File: src/rtl/uart_rx_frame_assembler.sv
// uart_rx_frame_assembler
//   Sits behind the RX bit sampler. Collects start + DATA_BITS data bits
//   (LSB first) + optional parity + stop into one character, checks parity,
//   stop bit and break, and offers the result through a single-entry
//   valid/ready holding register with overrun detection.
//
// Parameters
//   DATA_BITS   data bits per frame (5..8)
//   PARITY_EN   1 = one parity bit follows the data bits
//   PARITY_ODD  1 = odd parity, 0 = even parity
//
// Ports
//   clk, rst_n      clock, asynchronous active-low reset
//   start_detected  1-cycle pulse: start bit seen by the sampler
//   bit_valid       1-cycle pulse: bit_sample holds a new mid-bit sample
//   bit_sample      sampled line value
//   rx_ready        consumer accepts rx_data when rx_valid=1
//   rx_data         received character, unused upper bits are 0
//   rx_valid        character and flags valid, held until accepted
//   parity_err      parity mismatch for the held character
//   frame_err       stop bit sampled 0 for the held character
//   break_det       data, parity (if enabled) and stop all 0
//   overrun_err     1-cycle pulse: completed frame dropped, register full
//   frame_done      1-cycle pulse: stop bit consumed
//   busy            FSM not idle
module uart_rx_frame_assembler #(
    parameter int DATA_BITS  = 8,
    parameter int PARITY_EN  = 0,
    parameter int PARITY_ODD = 0
) (
    input  logic       clk,
    input  logic       rst_n,
    input  logic       start_detected,
    input  logic       bit_valid,
    input  logic       bit_sample,
    input  logic       rx_ready,
    output logic [7:0] rx_data,
    output logic       rx_valid,
    output logic       parity_err,
    output logic       frame_err,
    output logic       break_det,
    output logic       overrun_err,
    output logic       frame_done,
    output logic       busy
);

    typedef enum logic [1:0] {
        IDLE,
        DATA,
        PARITY,
        STOP
    } state_t;

    localparam logic [2:0] LAST_BIT = 3'(DATA_BITS - 1);
    localparam logic       PAR_EN   = (PARITY_EN != 0);
    localparam logic       PAR_ODD  = (PARITY_ODD != 0);

    state_t     state;
    state_t     state_next;
    logic [2:0] bit_cnt;
    logic [7:0] shift_reg;
    logic       parity_bit;

    logic       last_data_bit;
    logic       frame_complete;
    logic       calc_parity_err;
    logic       calc_frame_err;
    logic       calc_break;
    logic       accept;

    assign last_data_bit  = (bit_cnt == LAST_BIT);
    // The stop-bit bit_valid cycle; results become visible one clock later.
    assign frame_complete = (state == STOP) && bit_valid;
    assign accept         = rx_valid && rx_ready;
    assign busy           = (state != IDLE);

    // Evaluated in the stop-bit cycle: bit_sample is the stop bit itself.
    // Even parity errors on XOR=1, odd on XOR=0, hence the extra XOR with PAR_ODD.
    assign calc_parity_err = PAR_EN && ((^shift_reg) ^ parity_bit ^ PAR_ODD);
    assign calc_frame_err  = !bit_sample;
    assign calc_break      = (shift_reg == 8'h00) && !(PAR_EN && parity_bit) && !bit_sample;

    always_ff @(posedge clk or negedge rst_n) begin
        if (!rst_n) begin
            state <= IDLE;
        end else begin
            state <= state_next;
        end
    end

    always_comb begin
        state_next = state;
        case (state)
            IDLE: begin
                if (start_detected) begin
                    state_next = DATA;
                end
            end
            DATA: begin
                if (bit_valid && last_data_bit) begin
                    state_next = PAR_EN ? PARITY : STOP;
                end
            end
            PARITY: begin
                if (bit_valid) begin
                    state_next = STOP;
                end
            end
            STOP: begin
                if (bit_valid) begin
                    state_next = IDLE;
                end
            end
            default: state_next = IDLE;
        endcase
    end

    always_ff @(posedge clk or negedge rst_n) begin
        if (!rst_n) begin
            bit_cnt     <= '0;
            shift_reg   <= '0;
            parity_bit  <= 1'b0;
            rx_data     <= '0;
            rx_valid    <= 1'b0;
            parity_err  <= 1'b0;
            frame_err   <= 1'b0;
            break_det   <= 1'b0;
            overrun_err <= 1'b0;
            frame_done  <= 1'b0;
        end else begin
            frame_done  <= frame_complete;
            overrun_err <= frame_complete && rx_valid && !rx_ready;

            case (state)
                IDLE: begin
                    // Clearing here keeps bits from a previous frame out of
                    // the unused upper positions.
                    if (start_detected) begin
                        bit_cnt    <= '0;
                        shift_reg  <= '0;
                        parity_bit <= 1'b0;
                    end
                end
                DATA: begin
                    if (bit_valid) begin
                        shift_reg[bit_cnt] <= bit_sample;
                        bit_cnt            <= last_data_bit ? 3'd0 : bit_cnt + 3'd1;
                    end
                end
                PARITY: begin
                    if (bit_valid) begin
                        parity_bit <= bit_sample;
                    end
                end
                default: ;
            endcase

            // Load wins over a same-cycle accept so rx_valid stays high.
            if (frame_complete && (!rx_valid || rx_ready)) begin
                rx_data    <= shift_reg;
                rx_valid   <= 1'b1;
                parity_err <= calc_parity_err;
                frame_err  <= calc_frame_err;
                break_det  <= calc_break;
            end else if (accept) begin
                rx_valid <= 1'b0;
            end
        end
    end

endmodule

File: config.mk
export PLATFORM = sky130hd
export DESIGN_NAME = uart_rx_frame_assembler
export DESIGN_NICKNAME = d
export VERILOG_FILES = /design/src/rtl/uart_rx_frame_assembler.sv
export SDC_FILE = /design/constraint.sdc
export NUM_CORES = 1
export LEC_CHECK = 0
export ABC_AREA = 0
export BUFFER_PORTS_ARGS = -buffer_cell sky130_fd_sc_hd__buf_2
export CAP_MARGIN = 20
export CORE_MARGIN = 4
export CORE_UTILIZATION = 45
export CTS_CLUSTER_DIAMETER = 150
export DETAILED_ROUTE_END_ITERATION = 10
export HOLD_SLACK_MARGIN = 0.1
export PLACE_DENSITY_LB_ADDON = 0.25
export SYNTH_ARGS = -nofsm -noshare
export SYNTH_HDL_FRONTEND = slang
export SYNTH_SLANG_ARGS = --single-unit
export TNS_END_PERCENT = 10
File: constraint.sdc
create_clock -name clk -period 2.1 [get_ports clk]
set_input_delay 0.42 -clock clk [delete_from_list [all_inputs] [get_ports clk]]
set_output_delay 0.42 -clock clk [all_outputs]
set_load 0.05 [all_outputs]
# --- Word-level counts from Yosys, hierarchy flattened ---
# Index checks and enable logic that the tools add are counted.
word_totals:
  register_bits: 26
op_classes:
  n_addsub: 1
  order_cmp: 2
  mux: 17
  n_reduce_logical: 19
  eq_ne: 9
op_table:
  columns: ["op", "n"]
  rows:
  - ["8-bit two-way mux", 2]
  - ["8-bit one-hot mux with 2 select lines", 1]
  - ["2-bit != test, second input constant", 5]
  - ["3-bit two-way mux", 3]
  - ["8-bit bitwise mux", 1]
  - ["1-bit logical AND", 8]
  - ["8-bit zero test", 1]
  - ["2-bit two-way mux", 4]
  - ["2-bit one-hot mux with 4 select lines", 1]
  - ["3-bit one-hot mux with 2 select lines", 1]
  - ["2-bit nonzero test", 3]
  - ["2-bit == test, second input constant", 2]
  - ["3-bit by 4-bit less-than comparator with 1-bit output, second input constant", 1]
  - ["4-bit AND reduction", 1]
  - ["3-bit by 1-bit adder with 3-bit output, second input constant", 1]
  - ["1-bit demux with 3-bit select", 1]
  - ["3-bit == test, second input constant", 1]
  - ["3-bit by 1-bit greater-or-equal comparator with 1-bit output, second input constant", 1]
  - ["1-bit zero test", 3]
  - ["1-bit two-way mux", 3]
  - ["3-bit AND reduction", 1]
  - ["2-bit by 1-bit == test with 1-bit output, second input constant", 1]
  - ["2-bit zero test", 1]
  - ["1-bit logical OR", 1]

# --- Depth between registers and ports, before layout ---
# Gate-level depths: netlist of the first run.
logic_depth:
  word_depth: 7
  depth_mapped: 6

# --- Worst setup path after synthesis of the first run ---
# Ideal clock, no wire load.
synth_path:
  path_kind: "register to register"
  from: "register state[0]"
  to: "register shift_reg[0]"
  path_slack_ns: 0.528
  setup_ns: 0.124
  path_buffers: 0
  arrival_time_ns: 1.448
  stages_incl_launch_ff: 6
  required_ns: 1.976
  path_cell_list: "dfrtp_1 -> inv_1 -> ha_1 -> nor2b_1 -> a211o_1 -> a211o_1"
synth_between:
  elab_chain_cells: 3
  word_cells_on_any_way: 7
  cone_classes: "eq/ne: 3; mux: 1; reduce/logical: 3"
synth_rtl:
  columns: ["item", "line", "text"]
  rows:
  - ["start, declared", "58", "state_t state;"]
  - ["start signal, assigned", "87", "state <= state_next;"]
  - ["2-bit by 1-bit == test with 1-bit output or 2-bit zero test (tied branches)", "134", "case (state)"]
  - ["2-bit != test (no source line) or 2-bit nonzero test (tied branches)", null, null]
  - ["3-bit AND reduction (no source line)", null, null]
  - ["end signal, assigned by index", "146", "shift_reg[bit_cnt] <= bit_sample;"]
  - ["end, declared", "61", "logic [7:0] shift_reg;"]
# Parallel ways exist; a longest one is shown, timed or not.
# A chain may end at the register's enable or synchronous reset.

# --- Worst setup path after layout of the first run ---
layout_path:
  from: "register state[1]"
  to: "register shift_reg[7]"
# The elaborated chain is that of the path after synthesis.

==> results of run 1 <==
## final timing paths
check	end	slack, ns	cells past startpoint
worst max-delay path	shift_reg[7]$_DFFE_PN0P_	0.28	5
worst min-delay path	overrun_err$_DFF_PN0_	0.36	3
worst max register to register	shift_reg[7]$_DFFE_PN0P_	0.28	5
worst min register to register	rx_data[2]$_DFFE_PN0P_	0.52	1
max in group asynchronous	state[0]$_DFFE_PN0P_	1.13	2
min in group asynchronous	bit_cnt[0]$_DFFE_PN0P_	0.60	2
## cells by family after synthesis
family / share of synthesized area [%]
adder cells (fa/ha/maj): 5.58
AO/OA/AOI/OAI: 13.1
AND/OR/NAND/NOR: 16.6
other: 0.279
multiplexers: 10.7
buffers and inverters: 5.39
flip-flops: 48.3
## worst reg2reg max path, stage by stage, from the launching register on
cell     delay, ns
dfrtp_1       0.43
inv_1         0.09
ha_1          0.42
nor2_1        0.10
a211o_1       0.36
a211o_1       0.33
## per-stage QoR
step	cell area [um^2]	hold slack, ns
final	1500	0.357
after global routing	1500	0.377
after CTS	1500	0.345
after detailed placement	1460	0.451
after global placement	1460	0.446
after floorplan	1350	0.124
## per-layer routing
| layer | wire length (um) | GRT usage [%] | vias up |
|---|---|---|---|
| li1 | - | - | 481 |
| met1 | 1160 | 18.2 | 491 |
| met2 | 1160 | 21.6 | 28 |
| met3 | 141 | 4.68 | 6 |
| met4 | 42 | 3.86 | 0 |
| met5 | 0 | 0 | - |
## cell type report
cell class / instances / area, um^2 / share of cell area, %
Clock buffer: 4 / 36.3 / 2.41
Timing Repair Buffer: 23 / 128 / 8.49
Multi-Input combinational cell: 83 / 623 / 41.5
Tap cell: 31 / 38.8 / 2.58
Inverter: 7 / 26.3 / 1.75
Sequential cell: 26 / 651 / 43.3
## Yosys cell counts, types with 2 or more instances
cell / number
nor2_1: 6
nand2_1: 12
mux2i_1: 2
dfrtp_1: 26
buf_2: 4
a21oi_1: 2
nor2b_1: 2
a22o_1: 2
a211o_1: 7
o211a_1: 3
nor4_1: 8
buf_4: 3
nand3_1: 2
inv_1: 7
ha_1: 6
mux2_2: 11
nand2b_1: 5
## report_power, final
part	switching, uW	internal (uW)	total [uW]
Clock	139	106	245
Sequential	165	690	855
Combinational	795	439	1230
Total	1100	1230	2330
==> summary.txt, run 1 <==
Timing
  • Worst Skew: 0.00261 ns
  • Final setup fails: 0
  • Slew Viols, Final: 0
  • Post-layout min period: 1.82 ns
  • FMAX: 0.548 GHz
  • RSZ-0062 raised after global routing: false
  • Fin. Hold Viols: 0
  • TNS Setup: 0 ns
  • Relative slew slack: 63.2%
  • Slew @ Worst Pin: 0.552 ns
  • Final critical-path share of the clock period: 86.9%
  • Final worst setup slack: 0.276 ns

Routing
  • Vias/cell: 5.78
  • Wirelength per Cell: 14.4 um
  • Vias: 1006
  • Antenna-violating nets left: 0
  • TritonRoute pass-1 iters: 4
  • Total routed wirelength: 2500 um
  • Drc violations: 0
  • Initial DRC count: 27

Global route
  • Number of global-route vias before repair: 985
  • Antenna violations before repair: 0
  • GRT Total Usage: 13.8%
  • Pin count of the biggest net entering global routing: 27
  • Wire length of the first global-routing pass: 4440 um
  • GRT overflow: 0

Synthesis
  • Post-synth EDFFs: 0
  • Syn Area/Cell: 10.9 um^2
  • Synthesized Nets: 136
  • Main synth FF type: dfrtp_1
  • Yosys warns: 0
  • Mapped Area: 1350 um^2
  • Top cell type's share of synthesized area: 48.3%
  • Post-Syn Instances: 124
  • Asr flop ratio synth: 100%
  • Post-synth cell types: 33
  • Top cells by area, synth: dfrtp_1 (48%), mux2_2 (9.2%), ha_1 (5.6%)
  • Post-synthesis sequential area ratio: 48.3%
  • Yosys reg bits: 26
  • Cell taking the most area after synthesis: dfrtp_1

Floorplanning
  • CORE AREA: 2810 um^2
  • Die width: 62.7 um
  • Die H: 62.7 um
  • Core Rows: 19
  • Num ports: 21
  • Die area: 3930 um^2
  • Initial Util: 48.0%

Finish
  • Commonest non-fill, non-tap cell in the layout: dfrtp_1
  • Layout net count: 156
  • Leading cell types in the layout, fill and taps excluded: dfrtp_1 (26), buf_2 (19), nand2_1 (12)
  • Layout fillers: 268
  • Layout cells sized above 1: 28.0%
  • Final core utilization: 53.6%
  • Final Non-Filler Cells: 174
  • Antenna diode count: 0
  • Area grow syn2layout: 11.6%

Worst setup path
  • Critical Path Fanout Max: 13
  • Worst Setup Start Kind: flip-flop
  • Cell family with most CP delay: compound AO/OA/AOI/OAI gates
  • Cell Chain, Critical Path: inv_1 -> ha_1 -> nor2_1 -> a211o_1 -> a211o_1
  • Worst Path Arrival: 2.04 ns
  • Critical Path Start: state[1]$_DFFE_PN0P_
  • Worst EP required: 2.32 ns
  • Slowest stage cell, crit path: dfrtp_1
  • Buf/Inv on CP: 1
  • Reg-to-Reg Start: state[1]$_DFFE_PN0P_
  • WS Path Type: flip-flop to flip-flop
  • Most used cell, CP: a211o_1
  • Max incr delay on CP: 0.43 ns
  • CP endpoint kind: flip-flop

Place
  • Worst slack, placed: 0.297 ns
  • Routability cong.: 0.863
  • Placed cell count: 169
  • PortBufs: 19
  • Post-DP HPWL: 1830 um

Clock tree
  • Clock sinks: 26
  • # Post-CTS Setup Buffers: 0
  • Clock Latency Late Sink: 0.32 ns
  • Clock Tree Buf Depth: 2
  • Hold Buf Count CTS: 1
  • CTS root buf: clkbuf_4
  • Cts bufs inserted: 3
  • Reg clk slew, reported paths: 0.13 ns
  • CTS tree: done
  • CTS H-Tree Depth: 1
  • Post_cts resized: 0

Min path
  • Worst min path class: primary input to flip-flop
  • Worst min-delay path startpoint: rx_ready

Power and ir drop
  • PD cells: 1550 nW/um^2
  • Pwr Total: 2330 uW
  • Maximum vdd drop: 759 uV
  • LEAKAGE: 0.000820 uW

Status
  • Status: completed

Job
  • Maxcap violations: 0
No activity file was read; power rests on OpenSTA's default activity.
==> inputs of run 2 (changes only) <==
--- a/config.mk
+++ b/config.mk
@@ -6,12 +6,12 @@
 export NUM_CORES = 1
 export LEC_CHECK = 0
 export ABC_AREA = 0
-export BUFFER_PORTS_ARGS = -buffer_cell sky130_fd_sc_hd__buf_2
 export CAP_MARGIN = 20
 export CORE_MARGIN = 4
 export CORE_UTILIZATION = 45
 export CTS_CLUSTER_DIAMETER = 150
 export DETAILED_ROUTE_END_ITERATION = 10
+export DONT_BUFFER_PORTS = 1
 export HOLD_SLACK_MARGIN = 0.1
 export PLACE_DENSITY_LB_ADDON = 0.25
 export SYNTH_ARGS = -nofsm -noshare
==> run 2 against run 1 <==
Effect of this change:
- clock power grew 3%
- utilization decreased by 2.1 points
- total power fell by 2.2%
- sequential power is 35% higher
- count of clock-buffer cells in the layout unchanged
- first-iteration DRC count grew 85%
- register-to-register slack got worse by 0.07 ns
- critical path type unchanged
- critical endpoint is now shift_reg[1]$_DFFE_PN0P_
- largest cell class unchanged
- largest power group is now sequential cells
==> summary.txt, run 2 (synthesized netlist as in run 1, its figures left out) <==
Status
  • Status: completed

Place
  • Placed cell area: 1380 um^2
  • Worst slack, placed: 0.232 ns
  • Routability cong.: 0.821
  • Post-DP HPWL: 1830 um
  • PortBufs: 0

Timing
  • Post-layout min period: 1.90 ns
  • Slew Viols, Final: 0
  • TNS Setup: 0 ns
  • Final worst setup slack: 0.202 ns
  • Final setup fails: 0
  • Final critical-path share of the clock period: 90.4%
  • FMAX: 0.527 GHz
  • RSZ-0062 raised after global routing: false
  • WHS: 0.216 ns
  • Fin. Hold Viols: 0
  • Worst Skew: 0.00513 ns

Job
  • Maxcap violations: 0

Routing
  • Antenna-violating nets left: 0
  • Vias: 947
  • Total routed wirelength: 2570 um
  • Vias/cell: 5.99
  • TritonRoute pass-1 iters: 4
  • Wirelength per Cell: 16.2 um
  • Initial DRC count: 50
  • Drc violations: 0

Finish
  • Final core utilization: 51.4%
  • Layout net count: 140
  • Antenna diode count: 0
  • Commonest non-fill, non-tap cell in the layout: dfrtp_1
  • Layout fillers: 251
  • Layout cells sized above 1: 18.9%
  • Leading cell types in the layout, fill and taps excluded: dfrtp_1 (26), nand2_1 (12), mux2_2 (11)
  • Area grow syn2layout: 7.16%
  • Cell area after layout: 1440 um^2

Clock tree
  • Cts bufs inserted: 3
  • Clock Latency Late Sink: 0.32 ns
  • Clock Tree Buf Depth: 2
  • Reg clk slew, reported paths: 0.13 ns
  • CTS tree: done
  • CTS H-Tree Depth: 1
  • CTS root buf: clkbuf_4
  • Post_cts resized: 0
  • Clock sinks: 26

Min path
  • Worst min path class: primary input to flip-flop
  • WHS Path Cells: 1

Floorplanning
  • CORE AREA: 2810 um^2
  • Die H: 62.7 um
  • Die area: 3930 um^2
  • Core Rows: 19
  • Die width: 62.7 um
  • Initial Util: 48.0%
  • Num ports: 21

Worst setup path
  • WS Path Type: flip-flop to flip-flop
  • Worst Setup Start Kind: flip-flop
  • Worst Path Arrival: 2.11 ns
  • R2R depth: 6
  • Critical Path Fanout Max: 12
  • Worst EP required: 2.32 ns
  • CP endpoint kind: flip-flop

Global route
  • Antenna violations before repair: 0
  • Pin count of the biggest net entering global routing: 27
  • GRT Total Usage: 14.4%
  • GRT overflow: 0
  • Number of global-route vias before repair: 956
  • Wire length of the first global-routing pass: 4580 um

Power and ir drop
  • PD cells: 1580 nW/um^2
  • LEAKAGE: 0.000751 uW
  • Maximum vdd drop: 708 uV
[run 2: cell types whose count changed in the layout (fill, tap and decap cells not counted)]
cell / delta
buf_12: +1
buf_2: -19
buf_4: +2
[run 2: where the power goes]
| part | leakage, uW | internal, uW | switching [uW] | total [uW] |
|---|---|---|---|---|
| clock | 0.0000210 | 106 | 146 | 252 |
| sequential | 0.000344 | 686 | 469 | 1150 |
| combinational | 0.000385 | 393 | 481 | 874 |
[run 2: per-layer routing]
layer  share of wire (%)  track usage, %
met3                 5.3            3.24
met1                  48            19.0
met4                0.55            4.13
met5                   0               0
met2                  46            23.8
[run 2: area by class of cell]
cell class	count	area, um^2	share of cell area, %
sequential	26	651	45.1
tap	31	38.8	2.69
multi-input combinational	83	623	43.2
inverter	7	26.3	1.82
clock buffer	4	36.3	2.52
timing repair buffer	7	67.6	4.68
[run 2: worst paths after layout]
check / from / to / slack, ns
setup / recovery: state[0]$_DFFE_PN0P_ / shift_reg[1]$_DFFE_PN0P_ / 0.20
hold / removal: bit_valid / bit_cnt[0]$_DFFE_PN0P_ / 0.22
setup reg to reg: state[0]$_DFFE_PN0P_ / shift_reg[1]$_DFFE_PN0P_ / 0.20
hold reg to reg: rx_valid$_DFFE_PN0P_ / rx_valid$_DFFE_PN0P_ / 0.55
max in group asynchronous: rst_n / state[1]$_DFFE_PN0P_ / 1.44
min in group asynchronous: rst_n / bit_cnt[2]$_DFFE_PN0P_ / 0.51
[run 2: per-stage QoR]
stage	total power, uW	cells
after global routing	2460	158
final	2280	158
after global placement	2000	152
after CTS	2300	158
after detailed placement	2040	152
after floorplan	1830	124
[run 2: worst max-delay path, cell delays in order (launching register included)]
cell and delay [ns]:
dfrtp_1 0.43, inv_1 0.08, ha_1 0.24, nor2b_1 0.14
buf_4 0.16, a211o_1 0.39, a211o_1 0.34
[run 2: timing repair]
item / 4_1_cts / 5_1_grt
setup buffers: 0 / 0
hold buffers: 2 / 0
hold endpoints to repair: 26 / 0
